$ cat src/rtl/instruction_prefetch_unit.sv
// Instruction prefetch unit: a fetch PC plus a small queue of {instruction, PC+4} pairs,
// fed by a fixed one-cycle-latency instruction memory and redirected by branches and jumps.
module instruction_prefetch_unit #(
    parameter int                ADDR_W   = 32,
    parameter int                INSTR_W  = 32,
    parameter int                QDEPTH   = 4,
    parameter logic [ADDR_W-1:0] RESET_PC = '0
) (
    input  logic                       Clk,
    input  logic                       Reset,
    output logic [ADDR_W-1:0]          ImemAddr,
    output logic                       ImemRe,
    input  logic [INSTR_W-1:0]         ImemData,
    output logic [INSTR_W-1:0]         Instruction,
    output logic [ADDR_W-1:0]          NextInstruct,
    output logic                       InstrValid,
    input  logic                       InstrReady,
    input  logic                       Branch,
    input  logic [ADDR_W-1:0]          BranchBase,
    input  logic [ADDR_W-1:0]          BranchOffset,
    input  logic                       Jump,
    input  logic [25:0]                JumpIndex,
    output logic [$clog2(QDEPTH):0]    QueueCount
);

    localparam int PW = $clog2(QDEPTH);

    logic [ADDR_W-1:0]  pc_q, pc_d;
    logic               inflight_q, inflight_d;
    logic [ADDR_W-1:0]  inflight_pc4_q, inflight_pc4_d;
    logic [PW-1:0]      rd_ptr_q, rd_ptr_d;
    logic [PW-1:0]      wr_ptr_q, wr_ptr_d;
    logic [PW:0]        count_q, count_d;

    logic [INSTR_W-1:0] fifo_instr_q [QDEPTH];
    logic [ADDR_W-1:0]  fifo_pc4_q   [QDEPTH];

    logic               redirect;
    logic               pop;
    logic               push;
    logic [PW+1:0]      occupancy;
    logic [ADDR_W-1:0]  jump_target;
    logic [ADDR_W-1:0]  redirect_target;

    // With a 28-bit address space the jump target has no inherited upper bits.
    generate
        if (ADDR_W > 28) begin : g_jump_hi
            assign jump_target = {BranchBase[ADDR_W-1:28], JumpIndex, 2'b00};
        end else begin : g_jump_flat
            assign jump_target = {JumpIndex, 2'b00};
        end
    endgenerate

    always_comb begin
        redirect        = Jump | Branch;
        redirect_target = Jump ? jump_target : BranchBase + (BranchOffset << 2);

        InstrValid   = Reset & (count_q != '0);
        Instruction  = InstrValid ? fifo_instr_q[rd_ptr_q] : '0;
        NextInstruct = InstrValid ? fifo_pc4_q[rd_ptr_q]   : '0;
        QueueCount   = count_q;
        pop          = InstrValid & InstrReady;

        // Reserve a slot for the outstanding return so the queue can never overflow.
        occupancy = (PW+2)'(count_q) + (PW+2)'(inflight_q) - (PW+2)'(pop);
        ImemRe    = Reset & ~redirect & (occupancy < (PW+2)'(QDEPTH));
        ImemAddr  = pc_q;

        push = Reset & inflight_q & ~redirect;

        pc_d           = pc_q;
        inflight_d     = ImemRe;
        inflight_pc4_d = inflight_pc4_q;
        rd_ptr_d       = pop  ? rd_ptr_q + PW'(1) : rd_ptr_q;
        wr_ptr_d       = push ? wr_ptr_q + PW'(1) : wr_ptr_q;
        count_d        = count_q + (PW+1)'(push) - (PW+1)'(pop);

        if (ImemRe) begin
            pc_d           = pc_q + ADDR_W'(4);
            inflight_pc4_d = pc_q + ADDR_W'(4);
        end

        // A redirect flushes the queue and drops the return landing this cycle.
        if (redirect) begin
            pc_d       = redirect_target;
            inflight_d = 1'b0;
            rd_ptr_d   = '0;
            wr_ptr_d   = '0;
            count_d    = '0;
        end
    end

    always_ff @(posedge Clk) begin
        if (!Reset) begin
            pc_q           <= RESET_PC;
            inflight_q     <= 1'b0;
            inflight_pc4_q <= '0;
            rd_ptr_q       <= '0;
            wr_ptr_q       <= '0;
            count_q        <= '0;
        end else begin
            pc_q           <= pc_d;
            inflight_q     <= inflight_d;
            inflight_pc4_q <= inflight_pc4_d;
            rd_ptr_q       <= rd_ptr_d;
            wr_ptr_q       <= wr_ptr_d;
            count_q        <= count_d;
        end
    end

    always_ff @(posedge Clk) begin
        if (push) begin
            fifo_instr_q[wr_ptr_q] <= ImemData;
            fifo_pc4_q[wr_ptr_q]   <= inflight_pc4_q;
        end
    end

endmodule

$ cat config.mk
export PLATFORM = sky130hd
export DESIGN_NAME = instruction_prefetch_unit
export DESIGN_NICKNAME = d
export VERILOG_FILES = /design/src/rtl/instruction_prefetch_unit.sv
export SDC_FILE = /design/constraint.sdc
export NUM_CORES = 1
export LEC_CHECK = 0
export ABC_AREA = 0
export CORE_MARGIN = 5
export CORE_UTILIZATION = 30
export CTS_CLUSTER_DIAMETER = 200
export CTS_CLUSTER_SIZE = 10
export DETAILED_ROUTE_END_ITERATION = 8
export PLACE_DENSITY_LB_ADDON = 0.15
export SYNTH_ARGS = -nofsm -noshare
export SYNTH_HDL_FRONTEND = slang
export SYNTH_SLANG_ARGS = --single-unit
$ cat constraint.sdc
create_clock -name Clk -period 6.86 [get_ports Clk]
set_input_delay 1.372 -clock Clk [delete_from_list [all_inputs] [get_ports Clk]]
set_output_delay 1.372 -clock Clk [all_outputs]
set_load 0.01 [all_outputs]
* Word-level counts from Yosys, hierarchy flattened
Memories as Yosys holds them, arrays and structs flattened. A register that Yosys moved wholly into a read port is not among the register bits. Cells that the tools add are included.
Storage, ports and cells: ROM bits 0, bits in writable memories 256, input bits 127, memories 2, bits in latches 0, flip-flop bits (word level) 72, logic and storage cells 40
Memory list:
- fifo_instr_q | words 4, bits a word 32, read ports 1, clocked after Yosys merged registers in 1, write ports 1, RTL line 35 | logic [INSTR_W-1:0] fifo_instr_q [QDEPTH];
- fifo_pc4_q | words 4, bits a word 32, read ports 1, clocked after Yosys merged registers in 1, write ports 1, RTL line 36 | logic [ADDR_W-1:0] fifo_pc4_q [QDEPTH];
Cells by class: multipliers 0, reductions and logical operators 3, divide/modulo/power cells 0, equal/unequal tests 0, add/subtract/negate cells 8, $lt $le $gt $ge 1, shifts and indexed selects 0, bitwise operators 9, muxes and demuxes 11
Operators with widths (number):
- $mux W32 | 5
- $add A32 B3 Y32 const B | 1
- $add A32 B32 Y32 | 1
- $mux W2 | 4
- $and A1 B1 Y1 | 6
- $add A2 B1 Y2 const B | 2
- $add A3 B1 Y4 | 1
- $lt A4 B3 Y1 const B | 1
- $sub A4 B1 Y4 | 1
- $add A3 B1 Y3 | 1
- $reduce_bool A3 Y1 | 1
- $sub A3 B1 Y3 | 1
- $mux W1 | 2
- $not A1 Y1 | 2
- $reduce_bool A2 Y1 | 1
- $reduce_or A2 Y1 | 1
- $or A1 B1 Y1 | 1

* Longest topological paths before layout
Gate-level depths: netlist of run 1.
word-level depth 8, depth in mapped cells 11, gate-level depth less buffers 11

* Least setup slack after synthesis of run 1
Ideal clock, no wire load.
kind in2out, start point input port InstrReady, end point output port ImemRe, setup slack 2.501 ns, cell stages on the path 8, data arrival time 2.987 ns, path buffers 2, data required time 5.488 ns, cell sequence o311ai_2 or2_1 ha_1 a31o_2 mux2i_4 inv_2 buf_2 buf_2
Between the ends: longest elaborated chain between the ends 4
Ends and longest elaborated chain:
- start, declared | RTL line 17 | input logic InstrReady,
- $and A1 B1 Y1 | RTL line 62 | pop = InstrValid & InstrReady;
- $sub A4 B1 Y4 | RTL line 65 | occupancy = (PW+2)'(count_q) + (PW+2)'(inflight_q) - (PW+2)'(pop);
- $lt A4 B3 Y1 | RTL line 66 | ImemRe = Reset & ~redirect & (occupancy < (PW+2)'(QDEPTH));
- $and A1 B1 Y1 | RTL line 66
- end, declared | RTL line 12 | output logic ImemRe,
Every way passes these cells.

* Worst setup path after layout of run 1
start point input port Reset, end point output port ImemRe
Between the ends: longest elaborated chain between the ends 5, elaborated cells on any way between the ends 6
Ends and longest elaborated chain:
- start, declared | RTL line 10 | input logic Reset,
- $and A1 B1 Y1 | RTL line 58 | InstrValid = Reset & (count_q != '0);
- $and A1 B1 Y1 | RTL line 62
- $sub A4 B1 Y4 | RTL line 65
- $lt A4 B3 Y1 | RTL line 66
- $and A1 B1 Y1 * | RTL line 66
Mark *: on every way between the ends. The rest lies on a longest branch, timed or not.

==> results of run 1 <==
==> cell usage after synthesis, drive strengths merged, types with 5 or more instances <==
library cell	n	share of area, %
mux2i	12	0.89
mux4	64	9.7
nand2b	5	0.21
a21oi	50	1.7
ha	37	3.1
xnor2	32	1.9
dfxtp	74	9.9
nand2	43	1.1
edfxtp	256	52
inv	15	0.38
a31oi	7	0.29
a21o	26	1.3
o22ai	5	0.21
nand3	25	0.84
a211oi	35	1.8
clkbuf	42	1.1
buf	15	0.55
o21ai	39	1.3
and3	24	1.0
nor3	11	0.37
nand4	12	0.50
nor2	77	1.9
and2	70	2.9
o21a	6	0.30
o221ai	6	0.35
xor2	28	1.6
==> cells by family after synthesis <==
kind of cell	synth area share, %
flops	61.6
simple gates	9.56
compound gates	9.39
mux	10.6
buf+inv	2.02
xor+xnor	3.53
fa+ha+maj	3.38
==> flip-flops by register name (all words and copies together), names as in the netlist, named ones only <==
signal / cells
wr_ptr_q: 2
inflight_pc4_q: 32
fifo_pc4_q: 128
fifo_instr_q: 128
QueueCount: 3
inflight_q: 1
ImemAddr: 32
rd_ptr_q: 2
==> worst max path at each step <==
| stage | startpoint | endpoint | slack, ns |
|---|---|---|---|
| CTS | Reset | ImemRe | 1.54 |
| global route | Branch | ImemRe | 1.40 |
| global placement | Reset | ImemRe | 1.54 |
| finish | Reset | ImemRe | 1.59 |
| floorplan | InstrReady | ImemRe | 2.50 |
| detailed placement | Reset | ImemRe | 1.56 |
==> routing by layer <==
| metal | part of all wire (%) | vias to the layer above | wire length (µm) |
|---|---|---|---|
| met5 | 0 | - | 0 |
| met4 | 2.1 | 0 | 812 |
| met3 | 6.2 | 48 | 2470 |
| met2 | 46 | 236 | 18200 |
| met1 | 46 | 4692 | 18100 |
| li1 | - | 4574 | - |
==> worst reg2reg max path: stages, from the launching register on <==
cell and delay, ns:
dfxtp_1 0.36, o311ai_2 0.45, or2_1 0.18, ha_1 0.22, a31o_2 0.26, mux2i_4 0.19, inv_2 0.22, buf_4 0.58
nand2_1 0.23, o21ai_0 0.13, a211oi_1 0.08, a31o_2 0.22
==> power breakdown <==
group	total, mW	internal, mW	leakage [nW]	switching, mW
logic	0.409	0.206	2.95	0.203
registers	2.22	2.18	2.90	0.0422
clock network	1.77	1.03	0.502	0.736
total	4.40	3.41	6.36	0.981
==> metrics by stage <==
stage / total power, mW / instances / hold slack (ns)
after floorplan: 2.47 / 1070 / 0.455
after global placement: 2.67 / 1921 / 0.483
after detailed placement: 2.67 / 1921 / 0.490
after CTS: 4.48 / 1975 / 0.498
after global routing: 4.59 / 1975 / 0.518
final: 4.40 / 1975 / 0.496
==> cell type report <==
| type | instances | share of cell area (%) |
|---|---|---|
| Sequential cell | 330 | 48.4 |
| Multi-Input combinational cell | 667 | 28.8 |
| Timing Repair Buffer | 244 | 12.6 |
| Clock buffer | 53 | 5.43 |
| Tap cell | 664 | 4.38 |
| Inverter | 16 | 0.317 |
| Clock inverter | 1 | 0.0462 |
==> metrics.md, run 1 <==
| Metric | Value |
|---|---|
| Drt drc | 0 |
| Vias in the first global route | 9961 |
| Worst vdd ir | 0.000116 V |
| Die span in y | around 230 µm |
| Dpl ws | 1.56 ns |
| Crit-path slowest cell | clkdlybuf4s50_1 |
| Worst r2r src | QueueCount[2]$_SDFF_PN0_ |
| Max_slew headroom | about a quarter |
| P&R area growth vs syn | 27.2% |
| Hold depth | 0 |
| Worst path bufs/invs | 5 |
| Reg2reg setup slack | around 3.6 ns |
| Worst endpoint required time | between 5 and 6 ns |
| Critical path's top delay family | buffers and inverters |
| Antenna violations before repair | 2 |
| Max-Cap Viols | 0 |
| Worst-margin pin slew | approximately 1.1 ns |
| Critical path depth in cells | 8 |
| Net count after synthesis | 1236 |
| Highest Clock Rate | ~0.19 GHz |
| Crit-path cells | clkdlybuf4s50_1 > buf_4 > inv_1 > nor2_1 > and3_1 > mux2i_4 > inv_2 > clkdlybuf4s50_1 |
| Die X | around 230 µm |
| GP Congestion | about 0.80 |
| Hold Path Class | register to register |
| Multi-input logic area | 5450 µm² |
| Clk_lat worst skew | around 0.52 ns |
| FILL cells | around 4800 |
| CTS Root Cell | clkbuf_16 |
| Met2 usage | 23.2% |
| FF+latch area | between 9000 and 10000 µm² |
| CP Launch Type | input port |
| Post-DP HPWL | ~27000 µm |
| WS Path Type | input port to primary output |
| Die area | 54200 µm² |
| DR WL/cell | around 20 µm |
| CTS Hold Bufs | 0 |
| Final Hold Fails | 0 |
| Inserted Clock Buffers | 38 |
| Total Wirelength | between 30000 and 40000 µm |
| All-layer global routing usage | between 10% and 20% |
| Pwr Density | between 200 and 250 nW/µm² |
| Grt met3 use | 3.87% |
| H-tree levels | 2 |
| R2R depth | 11 |
| Period Utilization, post-route | 76.8% |
| CTS tree | done |
| Final Setup Violations | 0 |
| Worst path most repeated cell | clkdlybuf4s50_1 |
| Sequential area share after synthesis | 61.6% |
| Max Fanout on Critical Path | 22 |
| Starting Density | between 30% and 40% |
| EDFF count, synth | between 200 and 300 |
| Met1 GRT Util | 19.2% |
| Fin crit period | between 5 and 6 ns |
| Leak | 6.36 nW |
| Clk slew on worst S/H paths | about 0.060 ns |
| Mapped Cells | 1070 |
| #FFs+latches synth | 330 |
| RSZ-0062 raised after global routing | no |
| Share of cells above drive strength 1 | approximately a tenth |
| Via count | between 9000 and 10000 |
| Post-cts resize count | 0 |
| Grt ovf | 0 |
| Post-DP Area | roughly 18000 µm² |
| Yosys warns | 0 |
| FFs w/ async S/R, synth | 0% |
| Status | complete, no violations |
| Post-layout util | about 39% |
| Clock sinks | 330 |
| Vias per std cell | ~4.8 |
| Global-route wire length before repair | 60200 µm |
| Longest Clk Path Bufs | 3 |
| Finished Cell Area | roughly 19000 µm² |
| ANT cells | 0 |
| Hold_sp | inflight_pc4_q[30]$_SDFFE_PN0P_ |
| Clock skew | 0.0162 ns |
| CP Capture Type | primary output |
| Commonest non-fill, non-tap cell in the layout | edfxtp_1 |
| Worst Path Arrival | between 3 and 4 ns |
| Max incr delay on CP | between 0.5 and 0.6 ns |
| Core ar. | 49100 µm² |
| Post-CTS Setup Repair Bufs | 0 |
| Yosys cell types | between 50 and 60 |
| Post-Syn Area per Cell | about 14 µm² |
| Synth Flop Type | edfxtp_1 |
| Capturing point of the worst reg2reg path | ImemAddr[18]$_SDFFE_PN0P_ |
| First-iteration detailed-routing DRC count | between 400 and 500 |
| Most frequent cells in the layout | edfxtp_1, clkdlybuf4s50_1, nor2_1 |
| Final net count | between 1000 and 1500 |
| Row cnt | 81 |
| Total I/O pin count | approximately 230 |
| Max-slew violation count | 0 |
| Buffers on Ports | 225 |
| Setup_tns | 0 ns |
| Final antenna-violating net count | 0 |
| Synth Cell Area | 14900 µm² |
| Pin count of the biggest net entering global routing | 67 |
| Most Crowded Layer GR | met2 |
| Drt pass-1 iters | 7 |
| Worst hold endpoint | fifo_pc4_q[2][30]$_DFFE_PP_ |
| Final worst slack | 1.59 ns |
Note: power is estimated with default switching activity, not from simulation.
==> run 2, diff against run 1 <==
- clock period: 6.86 -> 4.2 ns (I/O delays scaled with it)
==> run 2 against run 1 <==
Net effect:
- register-to-register slack worse by 2.3 ns
- sequential power is 64% higher
- non-clock buffer count is 16 higher
- highest routed layer is now met5
- clock skew hardly changed
- sequential cell count stayed put
- via count is 0.36% higher
==> metrics.md, run 2 (synthesis gave the netlist of run 1 again) <==
| Metric | Value |
|---|---|
| Worst r2r src | QueueCount[2]$_SDFF_PN0_ |
| Max-Cap Viols | 0 |
| Pin count of the biggest net entering global routing | 67 |
| Final Setup Violations | 0 |
| Antenna violations before repair | 2 |
| Die area | between 50000 and 60000 µm² |
| Clk slew on worst S/H paths | about 0.050 ns |
| Worst-margin pin slew | between 0.5 and 0.6 ns |
| R2R depth | 10 |
| Commonest non-fill, non-tap cell in the layout | edfxtp_1 |
| CP Launch Type | input port |
| Capturing point of the worst reg2reg path | inflight_pc4_q[3]$_SDFFE_PN0P_ |
| Max_slew headroom | between 60% and 70% |
| Hold depth | 0 |
| Via count | roughly 9600 |
| Vias per std cell | 4.80 |
| Row cnt | between 80 and 90 |
| Post-layout util | 39.2% |
| Max-slew violation count | 0 |
| Starting Density | 30.4% |
| Die span in y | 233 µm |
| Inserted Clock Buffers | 38 |
| CTS Root Cell | clkbuf_16 |
| Clock skew | 0.0162 ns |
| All-layer global routing usage | between 10% and 20% |
| Final Power | 7.29 mW |
| Drt pass-1 iters | 5 |
| P&R area growth vs syn | 29.0% |
| Buffers on Ports | 225 |
| CP Capture Type | primary output |
| ANT cells | 0 |
| Pwr Density | 380 nW/µm² |
| Hold Path Class | register to register |
| Fin crit period | just under 4 ns |
| Setup_tns | 0 ns |
| Most frequent cells in the layout | edfxtp_1, clkdlybuf4s50_1, nor2_1 |
| Worst hold endpoint | fifo_pc4_q[3][24]$_DFFE_PP_ |
| Final net count | 1479 |
| Worst Path Arrival | about 3 ns |
| Top Registers | fifo_instr_q x128, fifo_pc4_q x128 |
| Clock sinks | 330 |
| H-tree levels | 2 |
| Worst endpoint required time | ~3.4 ns |
| Final antenna-violating net count | 0 |
| WS Path Type | input port to primary output |
| Grt met3 use | ~4.0% |
| Post-cts resize count | 0 |
| Reg2reg setup slack | ~1.3 ns |
| First-iteration detailed-routing DRC count | 505 |
| Longest Clk Path Bufs | 3 |
| Grt ovf | 0 |
| CTS tree | done |
| Total I/O pin count | 228 |
| DR WL/cell | between 15 and 20 µm |
| Highest Clock Rate | ~0.26 GHz |
| GP Congestion | about 0.8 |
| Post-CTS Setup Repair Bufs | 0 |
| Vias in the first global route | between 10000 and 15000 |
| CTS Hold Bufs | 0 |
| Die X | roughly 230 µm |
| Core ar. | 49100 µm² |
| Share of cells above drive strength 1 | between 10% and 20% |
| Most Crowded Layer GR | met2 |
| Hold_sp | inflight_pc4_q[24]$_SDFFE_PN0P_ |
| Global-route wire length before repair | approximately 61000 µm |
| Final Hold Fails | 0 |
| Status | complete, no violations |
| Met2 usage | between 20 and 25% |
| Total Wirelength | 39600 µm |
| Clk_lat worst skew | between 0.5 and 0.6 ns |
| Leak | 6.48 nW |
| Post-DP HPWL | 27600 µm |
| Max Fanout on Critical Path | 2 |
| Worst vdd ir | roughly 0.00019 V |
| RSZ-0062 raised after global routing | no |
| Met1 GRT Util | 18.8% |
| Period Utilization, post-route | between 90 and 100% |
| Drt drc | 0 |
## run 2: changes by cell type in the layout (fill, tap and decap cells not counted)
cell       previous run  this run
buf_12                0         7
buf_4                19        28
clkbuf_1             14        20
clkbuf_16            39        41
inv_6                 1         0
## run 2: worst max path at each step
| stage | start | to | slack [ns] | depth (start not counted) |
|---|---|---|---|---|
| after floorplan | Branch | fifo_instr_q[0][0]$_DFFE_PP_ | 0.90 | 4 |
| after global placement | BranchBase[2] | ImemAddr[28]$_SDFFE_PN0P_ | 0.25 | 13 |
| after detailed placement | BranchBase[2] | ImemAddr[28]$_SDFFE_PN0P_ | 0.23 | 13 |
| after CTS | InstrReady | ImemRe | 0.25 | 8 |
| after global routing | Reset | NextInstruct[21] | 0.16 | 7 |
| final | InstrReady | ImemRe | 0.28 | 8 |
## run 2: through the flow
step                setup slack [ns]  std cells  hold slack, ns  cell area, µm²
floorplan                      0.895       1070           0.455           14900
global placement               0.249       1937           0.481           18100
detailed placement             0.235       1937           0.494           18100
CTS                            0.249       1998           0.507           19200
global route                   0.159       1998           0.522           19200
finish                         0.281       1998           0.504           19200
## run 2: critical path: stages
cell	delay (ns)
clkdlybuf4s50_1	0.51
o311ai_2	0.12
or2_1	0.25
ha_1	0.27
a31o_2	0.26
mux2i_4	0.19
inv_2	0.09
clkdlybuf4s50_1	0.55
## run 2: layer usage
| metal | up-vias | share of wire, % |
|---|---|---|
| li1 | 4620 | - |
| met1 | 4682 | 44 |
| met5 | - | 0.028 |
| met2 | 243 | 48 |
| met3 | 37 | 6.4 |
| met4 | 2 | 1.3 |
## run 2: layout make-up
type / count / area, µm²
Timing Repair Buffer: 260 / 2600
Sequential cell: 330 / 9170
Fill cell: 4711 / 29800
Inverter: 16 / 60.1
Clock buffer: 61 / 1100
Multi-Input combinational cell: 667 / 5450
Tap cell: 664 / 831
## run 2: power by group
part	total, mW	internal [mW]	switching, mW
Clock	2.98	1.78	1.21
Sequential	3.63	3.56	0.0703
Combinational	0.682	0.347	0.335
